$ cat src/rtl/preg_pkg.sv
// Shared physical-register types and constants for the release path.
package preg_pkg;

    localparam int unsigned PREG_WIDTH = 5;
    localparam int unsigned FL_SIZE    = 31;

    typedef logic [PREG_WIDTH-1:0] preg_idx_t;

    localparam preg_idx_t PREG_ZERO = '0;

    typedef struct packed {
        logic      vld;
        logic      has_rd;
        preg_idx_t old_prd;
    } release_lane_t;

    // p0 is hardwired and never returns to the freelist.
    function automatic logic lane_releasable(release_lane_t lane);
        return lane.vld & lane.has_rd & (lane.old_prd != PREG_ZERO);
    endfunction

endpackage

$ cat src/rtl/preg_release_stq.sv
// Two-in/two-out circular staging queue: compacting enqueue, 0..2 entry dequeue per cycle.
module preg_release_stq
    import preg_pkg::*;
#(
    parameter int unsigned DEPTH     = 4,
    parameter int unsigned PTR_WIDTH = 2
) (
    input  logic                 clk,
    input  logic                 rst,
    input  logic                 enq_first_vld,
    input  preg_idx_t            enq_first_data,
    input  logic                 enq_second_vld,
    input  preg_idx_t            enq_second_data,
    input  logic [1:0]           deq_num,
    output preg_idx_t            head_first,
    output preg_idx_t            head_second,
    output logic [PTR_WIDTH:0]   count
);

    localparam int unsigned CNT_W = PTR_WIDTH + 1;

    preg_idx_t              mem_q [DEPTH];
    preg_idx_t              mem_d [DEPTH];
    logic [PTR_WIDTH-1:0]   head_q, head_d, tail_q, tail_d;
    logic [PTR_WIDTH-1:0]   second_slot, head_plus1;
    logic [CNT_W-1:0]       count_q, count_d;
    logic [1:0]             enq_num;

    always_comb begin
        mem_d       = mem_q;
        enq_num     = {1'b0, enq_first_vld} + {1'b0, enq_second_vld};
        // A lone second lane lands on the tail so the queue never holds a hole.
        second_slot = enq_first_vld ? tail_q + PTR_WIDTH'(1) : tail_q;
        if (enq_first_vld) begin
            mem_d[tail_q] = enq_first_data;
        end
        if (enq_second_vld) begin
            mem_d[second_slot] = enq_second_data;
        end
        tail_d  = tail_q + PTR_WIDTH'(enq_num);
        head_d  = head_q + PTR_WIDTH'(deq_num);
        count_d = count_q + CNT_W'(enq_num) - CNT_W'(deq_num);
    end

    always_ff @(posedge clk or posedge rst) begin
        if (rst) begin
            mem_q   <= '{default: '0};
            head_q  <= '0;
            tail_q  <= '0;
            count_q <= '0;
        end else begin
            mem_q   <= mem_d;
            head_q  <= head_d;
            tail_q  <= tail_d;
            count_q <= count_d;
        end
    end

    assign head_plus1  = head_q + PTR_WIDTH'(1);
    assign head_first  = mem_q[head_q];
    assign head_second = mem_q[head_plus1];
    assign count       = count_q;

endmodule

$ cat src/rtl/preg_release_unit.sv
// Collects retiring old physical destinations and returns them to the freelist.
// Optional statistics counters when PREG_RELEASE_STATS_EN is defined.
module preg_release_unit
    import preg_pkg::*;
#(
    parameter int unsigned FL_NUM_WIDTH  = 5,
    parameter int unsigned BUF_DEPTH     = 4,
    parameter int unsigned BUF_PTR_WIDTH = 2
) (
    input  logic                    clk,
    input  logic                    rst,
    input  logic                    retire_first_vld_i,
    input  logic                    retire_first_has_rd_i,
    input  logic [PREG_WIDTH-1:0]   retire_first_old_prd_i,
    input  logic                    retire_second_vld_i,
    input  logic                    retire_second_has_rd_i,
    input  logic [PREG_WIDTH-1:0]   retire_second_old_prd_i,
    output logic                    retire_rdy_o,
    input  logic [FL_NUM_WIDTH-1:0] fl_num_i,
    output logic                    fl_wr_first_en_o,
    output logic                    fl_wr_second_en_o,
    output logic [PREG_WIDTH-1:0]   fl_wdata_first_o,
    output logic [PREG_WIDTH-1:0]   fl_wdata_second_o,
    output logic                    drained_o
`ifdef PREG_RELEASE_STATS_EN
    ,
    output logic [31:0]             rel_cnt_o,
    output logic [15:0]             drop_p0_cnt_o
`endif
);

    localparam int unsigned CNT_W = BUF_PTR_WIDTH + 1;

    release_lane_t          lane_first, lane_second;
    logic                   rel_first, rel_second;
    logic [CNT_W-1:0]       count;
    logic [1:0]             deq_num;
    logic [31:0]            space_w, count_w, n_w;
    preg_idx_t              head_first, head_second;

    assign lane_first  = '{vld: retire_first_vld_i, has_rd: retire_first_has_rd_i,
                           old_prd: retire_first_old_prd_i};
    assign lane_second = '{vld: retire_second_vld_i, has_rd: retire_second_has_rd_i,
                           old_prd: retire_second_old_prd_i};

    assign retire_rdy_o = (32'(count) + 32'd2 <= 32'(BUF_DEPTH));
    assign rel_first    = lane_releasable(lane_first) & retire_rdy_o;
    assign rel_second   = lane_releasable(lane_second) & retire_rdy_o;

    // n = min(count, 2, space); occupancy above FL_SIZE is treated as no space.
    always_comb begin
        count_w = 32'(count);
        space_w = (32'(fl_num_i) >= 32'(FL_SIZE)) ? 32'd0 : 32'(FL_SIZE) - 32'(fl_num_i);
        n_w     = 32'd2;
        if (count_w < n_w) begin
            n_w = count_w;
        end
        if (space_w < n_w) begin
            n_w = space_w;
        end
        deq_num = 2'(n_w);
    end

    preg_release_stq #(
        .DEPTH     (BUF_DEPTH),
        .PTR_WIDTH (BUF_PTR_WIDTH)
    ) u_stq (
        .clk             (clk),
        .rst             (rst),
        .enq_first_vld   (rel_first),
        .enq_first_data  (lane_first.old_prd),
        .enq_second_vld  (rel_second),
        .enq_second_data (lane_second.old_prd),
        .deq_num         (deq_num),
        .head_first      (head_first),
        .head_second     (head_second),
        .count           (count)
    );

    assign fl_wr_first_en_o  = (deq_num != 2'd0);
    assign fl_wr_second_en_o = (deq_num == 2'd2);
    assign fl_wdata_first_o  = fl_wr_first_en_o  ? head_first  : PREG_ZERO;
    assign fl_wdata_second_o = fl_wr_second_en_o ? head_second : PREG_ZERO;
    assign drained_o         = (count == '0);

`ifdef PREG_RELEASE_STATS_EN
    logic [31:0] rel_cnt_q;
    logic [15:0] drop_p0_cnt_q;
    logic [16:0] drop_sum;
    logic [1:0]  drop_num;

    // Only accepted lanes count; a held retire is re-presented by the ROB.
    always_comb begin
        drop_num = {1'b0, lane_first.vld & lane_first.has_rd & (lane_first.old_prd == PREG_ZERO)}
                 + {1'b0, lane_second.vld & lane_second.has_rd
                          & (lane_second.old_prd == PREG_ZERO)};
        if (!retire_rdy_o) begin
            drop_num = 2'd0;
        end
        drop_sum = {1'b0, drop_p0_cnt_q} + 17'(drop_num);
    end

    always_ff @(posedge clk or posedge rst) begin
        if (rst) begin
            rel_cnt_q     <= '0;
            drop_p0_cnt_q <= '0;
        end else begin
            rel_cnt_q     <= rel_cnt_q + 32'(deq_num);
            drop_p0_cnt_q <= drop_sum[16] ? 16'hFFFF : drop_sum[15:0];
        end
    end

    assign rel_cnt_o     = rel_cnt_q;
    assign drop_p0_cnt_o = drop_p0_cnt_q;
`endif

endmodule

$ cat config.mk
export PLATFORM = sky130hd
export DESIGN_NAME = preg_release_unit
export DESIGN_NICKNAME = d
export VERILOG_FILES = /design/src/rtl/preg_pkg.sv /design/src/rtl/preg_release_stq.sv /design/src/rtl/preg_release_unit.sv
export SDC_FILE = /design/constraint.sdc
export NUM_CORES = 1
export LEC_CHECK = 0
export CORE_AREA = 3 3 70 72
export CTS_BUF_LIST = sky130_fd_sc_hd__clkbuf_16
export DETAILED_ROUTE_END_ITERATION = 16
export DIE_AREA = 0 0 73 75
export PLACE_DENSITY = 0.75
export REMOVE_ABC_BUFFERS = 1
export SYNTH_ARGS = -nofsm -noshare
export SYNTH_HDL_FRONTEND = slang
export SYNTH_SLANG_ARGS = --single-unit
$ cat constraint.sdc
create_clock -name clk -period 3.1 [get_ports clk]
set_clock_uncertainty 0.15 [all_clocks]
set_input_delay 0.465 -clock clk [delete_from_list [all_inputs] [get_ports clk]]
set_output_delay 0.465 -clock clk [all_outputs]
set_load 0.05 [all_outputs]
==> run summary <==
Outcome: finished clean
Die X: 73 um
Detailed Route Iter0 Violations: 77
Type of origin of the critical path: flop
CTS Sinks: 27
Synth warn: 0
CTS tree: built
DRT Wirelength: 4850 um
Xor and xnor fraction of the mapped netlist area: 0.0253
Setup ws final: 128 ps
FFs w/ async S/R, synth: 1.00
Combinational family with the most area after synthesis: multiplexers
Most common cell in the netlist: mux2_2
Hold crit path type: in -> async
Synth top area cells: dfrtp_1, mux2_2, mux4_2
DRC Markers: 0
Final slew viol count: 0
Diodes inserted: 0
Fillers: 318
Post-synthesis cell count: 169
Initial antenna violation count: 0
Path depth of the worst reg2reg path: 11
Number of synthesized register bits: 27
Multi-input logic area: 0.00137 mm2
Clock slew at the register clock pins of the worst setup and hold paths: 70 ps
IO Count: 35
Top-area cell type share of the netlist area: 0.326
Post-Synth Simple-Gate Area: 0.0881
Main flop type after synthesis: dfrtp_1
Post-synthesis compound-gate area fraction: 0.0972
NumNets Final: 267
Layout cells sized above 1: 0.478
IO buf count: 34
# rows: 24
Post-synth top area cell: dfrtp_1
Pin count of the biggest net entering global routing: 28
Worst-Margin Slew: 632 ps
Final setup fails: 0
Pre-CTS setup slack: -394 ps
Sequential-to-total area share from yosys stat: 0.326
CTS root buf: clkbuf_16
Relative slew margins: 0.578
Hold_buf cts: 0
Worst path required time: 3110 ps
Hold slack: 418 ps
Die height: 75 um
Post-Syn Area: 0.00207 mm2
Drt pass-1 iters: 4
P&R area growth vs syn: 39.2%
Total GRT Usage: 0.187
First-pass GRT wire length: 7730 um
Number of distinct library cells after synthesis: 38
Crit-path max FO: 4
Initial Util: 0.476
CTS H-tree depth: 1
Setup Total Neg Slack: 0 ps
Vias: 1,547
WL/cell: 17.2 um
Critical Path End Type: flop
Vias in the first global route: 1,576
DP Wirelength: 3520 um
Number of max-cap violations: 0
Tmin final: 2970 ps
Arrival @ worst endpoint: 2980 ps
Core ar.: 0.00435 mm2
Fin. Hold Viols: 0
Synthesized-area fraction occupied by adder cells: 0.0978
Critical path, cell by cell: inv_2, ha_1, and3b_2, o211a_1, and2_1, ha_2, inv_1, fa_1, fa_2, xnor2_2, xnor2_1
Final cycle utilization of the critical path: 0.959
Seq. cell area: 676 um2
Worst-skew pair later-pin latency: 260 ps
Post-synth EDFFs: 0
Synthesized area per cell: 12.3 um2
Post-DR vias/cell: 5.49
CTS max path bufs: 2
Commonest cells post-synth: mux2_2, dfrtp_1, inv_1
Mux cell area share after synthesis: 0.335
Achievable Freq: 337 MHz
DRT antenna net count: 0
Cts bufs inserted: 3
Kind of critical path: reg -> reg
Die ar.: 0.00548 mm2
Gpl congestion: 0.773
Worst-path cell with the longest stage delay: fa_1
Delay of the slowest critical-path stage: 440 ps
Total grt overflow: 0
[worst max-delay path, delay by kind of cell (launching register included)]
kind / cells / cell delay, ps
AO/OA/AOI/OAI: 1 / 240
XOR/XNOR: 2 / 260
adder cells (fa/ha/maj): 4 / 1310
buffers and inverters: 2 / 110
flip-flops: 1 / 410
AND/OR/NAND/NOR: 2 / 380
[flip-flops by register name, indices dropped and copies added, names as in the netlist]
signal        cells
u_stq.count       3
u_stq.head_q      2
u_stq.mem_q      20
u_stq.tail_q      2
[timing repair]
item,CTS,global route
gates resized for setup,5,12
pin swaps,5,8
buffers inserted,0,3
endpoints found under the setup margin,1,13
[kinds of logic (layout without fill, tap and decap cells)]
| logic type | Yosys count | count (layout) |
|---|---|---|
| buffers and inverters | 17 | 78 |
| XOR/XNOR | 6 | 6 |
| AND/OR/NAND/NOR | 33 | 33 |
| multiplexers | 50 | 50 |
| AO/OA/AOI/OAI | 21 | 21 |
| adder cells (fa/ha/maj) | 15 | 15 |
| flip-flops | 27 | 27 |
[area by class of cell]
class                   count  share of cell area
clock buffers               3              0.0260
well taps                  52              0.0225
inverters                  15              0.0195
multi-input cells         125               0.474
flip-flops and latches     27               0.234
clock inverters             1             0.00260
repair buffers             59               0.221
[placed cells by master (no fill, tap or decap), types with 3 or more instances in the layout]
cell	instances
buf_12	11
buf_4	26
clkbuf_16	3
clkdlybuf4s50_1	18
dfrtp_1	27
ha_1	12
inv_1	13
mux2_2	35
mux2_4	5
mux4_2	10
nand2_1	5
nor2_1	8
nor2b_1	6
nor2b_2	4
o21ai_0	5
xnor2_1	5
[routing by layer]
layer | global-route usage | up-vias | part of all wire
met5 | 0 | - | 0
met4 | 0.0369 | 0 | 0.0050
met3 | 0.0347 | 4 | 0.053
met2 | 0.313 | 48 | 0.50
met1 | 0.255 | 756 | 0.44
li1 | - | 739 | -
[per-stage QoR]
stage | area, um2 | utilization | std cells
after floorplan | 2070 | - | 167
after global placement | 2740 | 0.630 | 275
after detailed placement | 2740 | 0.630 | 275
after CTS | 2840 | 0.652 | 279
after global routing | 2890 | 0.663 | 282
final | 2890 | 0.663 | 282
[path summary, 6_finish.rpt]
path / startpoint / to / slack (ps)
max reg2reg: u_stq.count[2]$_DFF_PP0_ / u_stq.count[2]$_DFF_PP0_ / 130
min reg2reg: u_stq.tail_q[0]$_DFF_PP0_ / u_stq.tail_q[0]$_DFF_PP0_ / 470
max in group asynchronous: rst / u_stq.mem_q[18]$_DFF_PP0_ / 2120
max: u_stq.count[2]$_DFF_PP0_ / u_stq.count[2]$_DFF_PP0_ / 130
min: rst / u_stq.mem_q[12]$_DFF_PP0_ / 420
min in group clk: u_stq.tail_q[0]$_DFF_PP0_ / u_stq.tail_q[0]$_DFF_PP0_ / 470
Power is left out: the tool's default activity adds up to more than one toggle a clock period on the data nets, which glitch-free logic cannot reach.
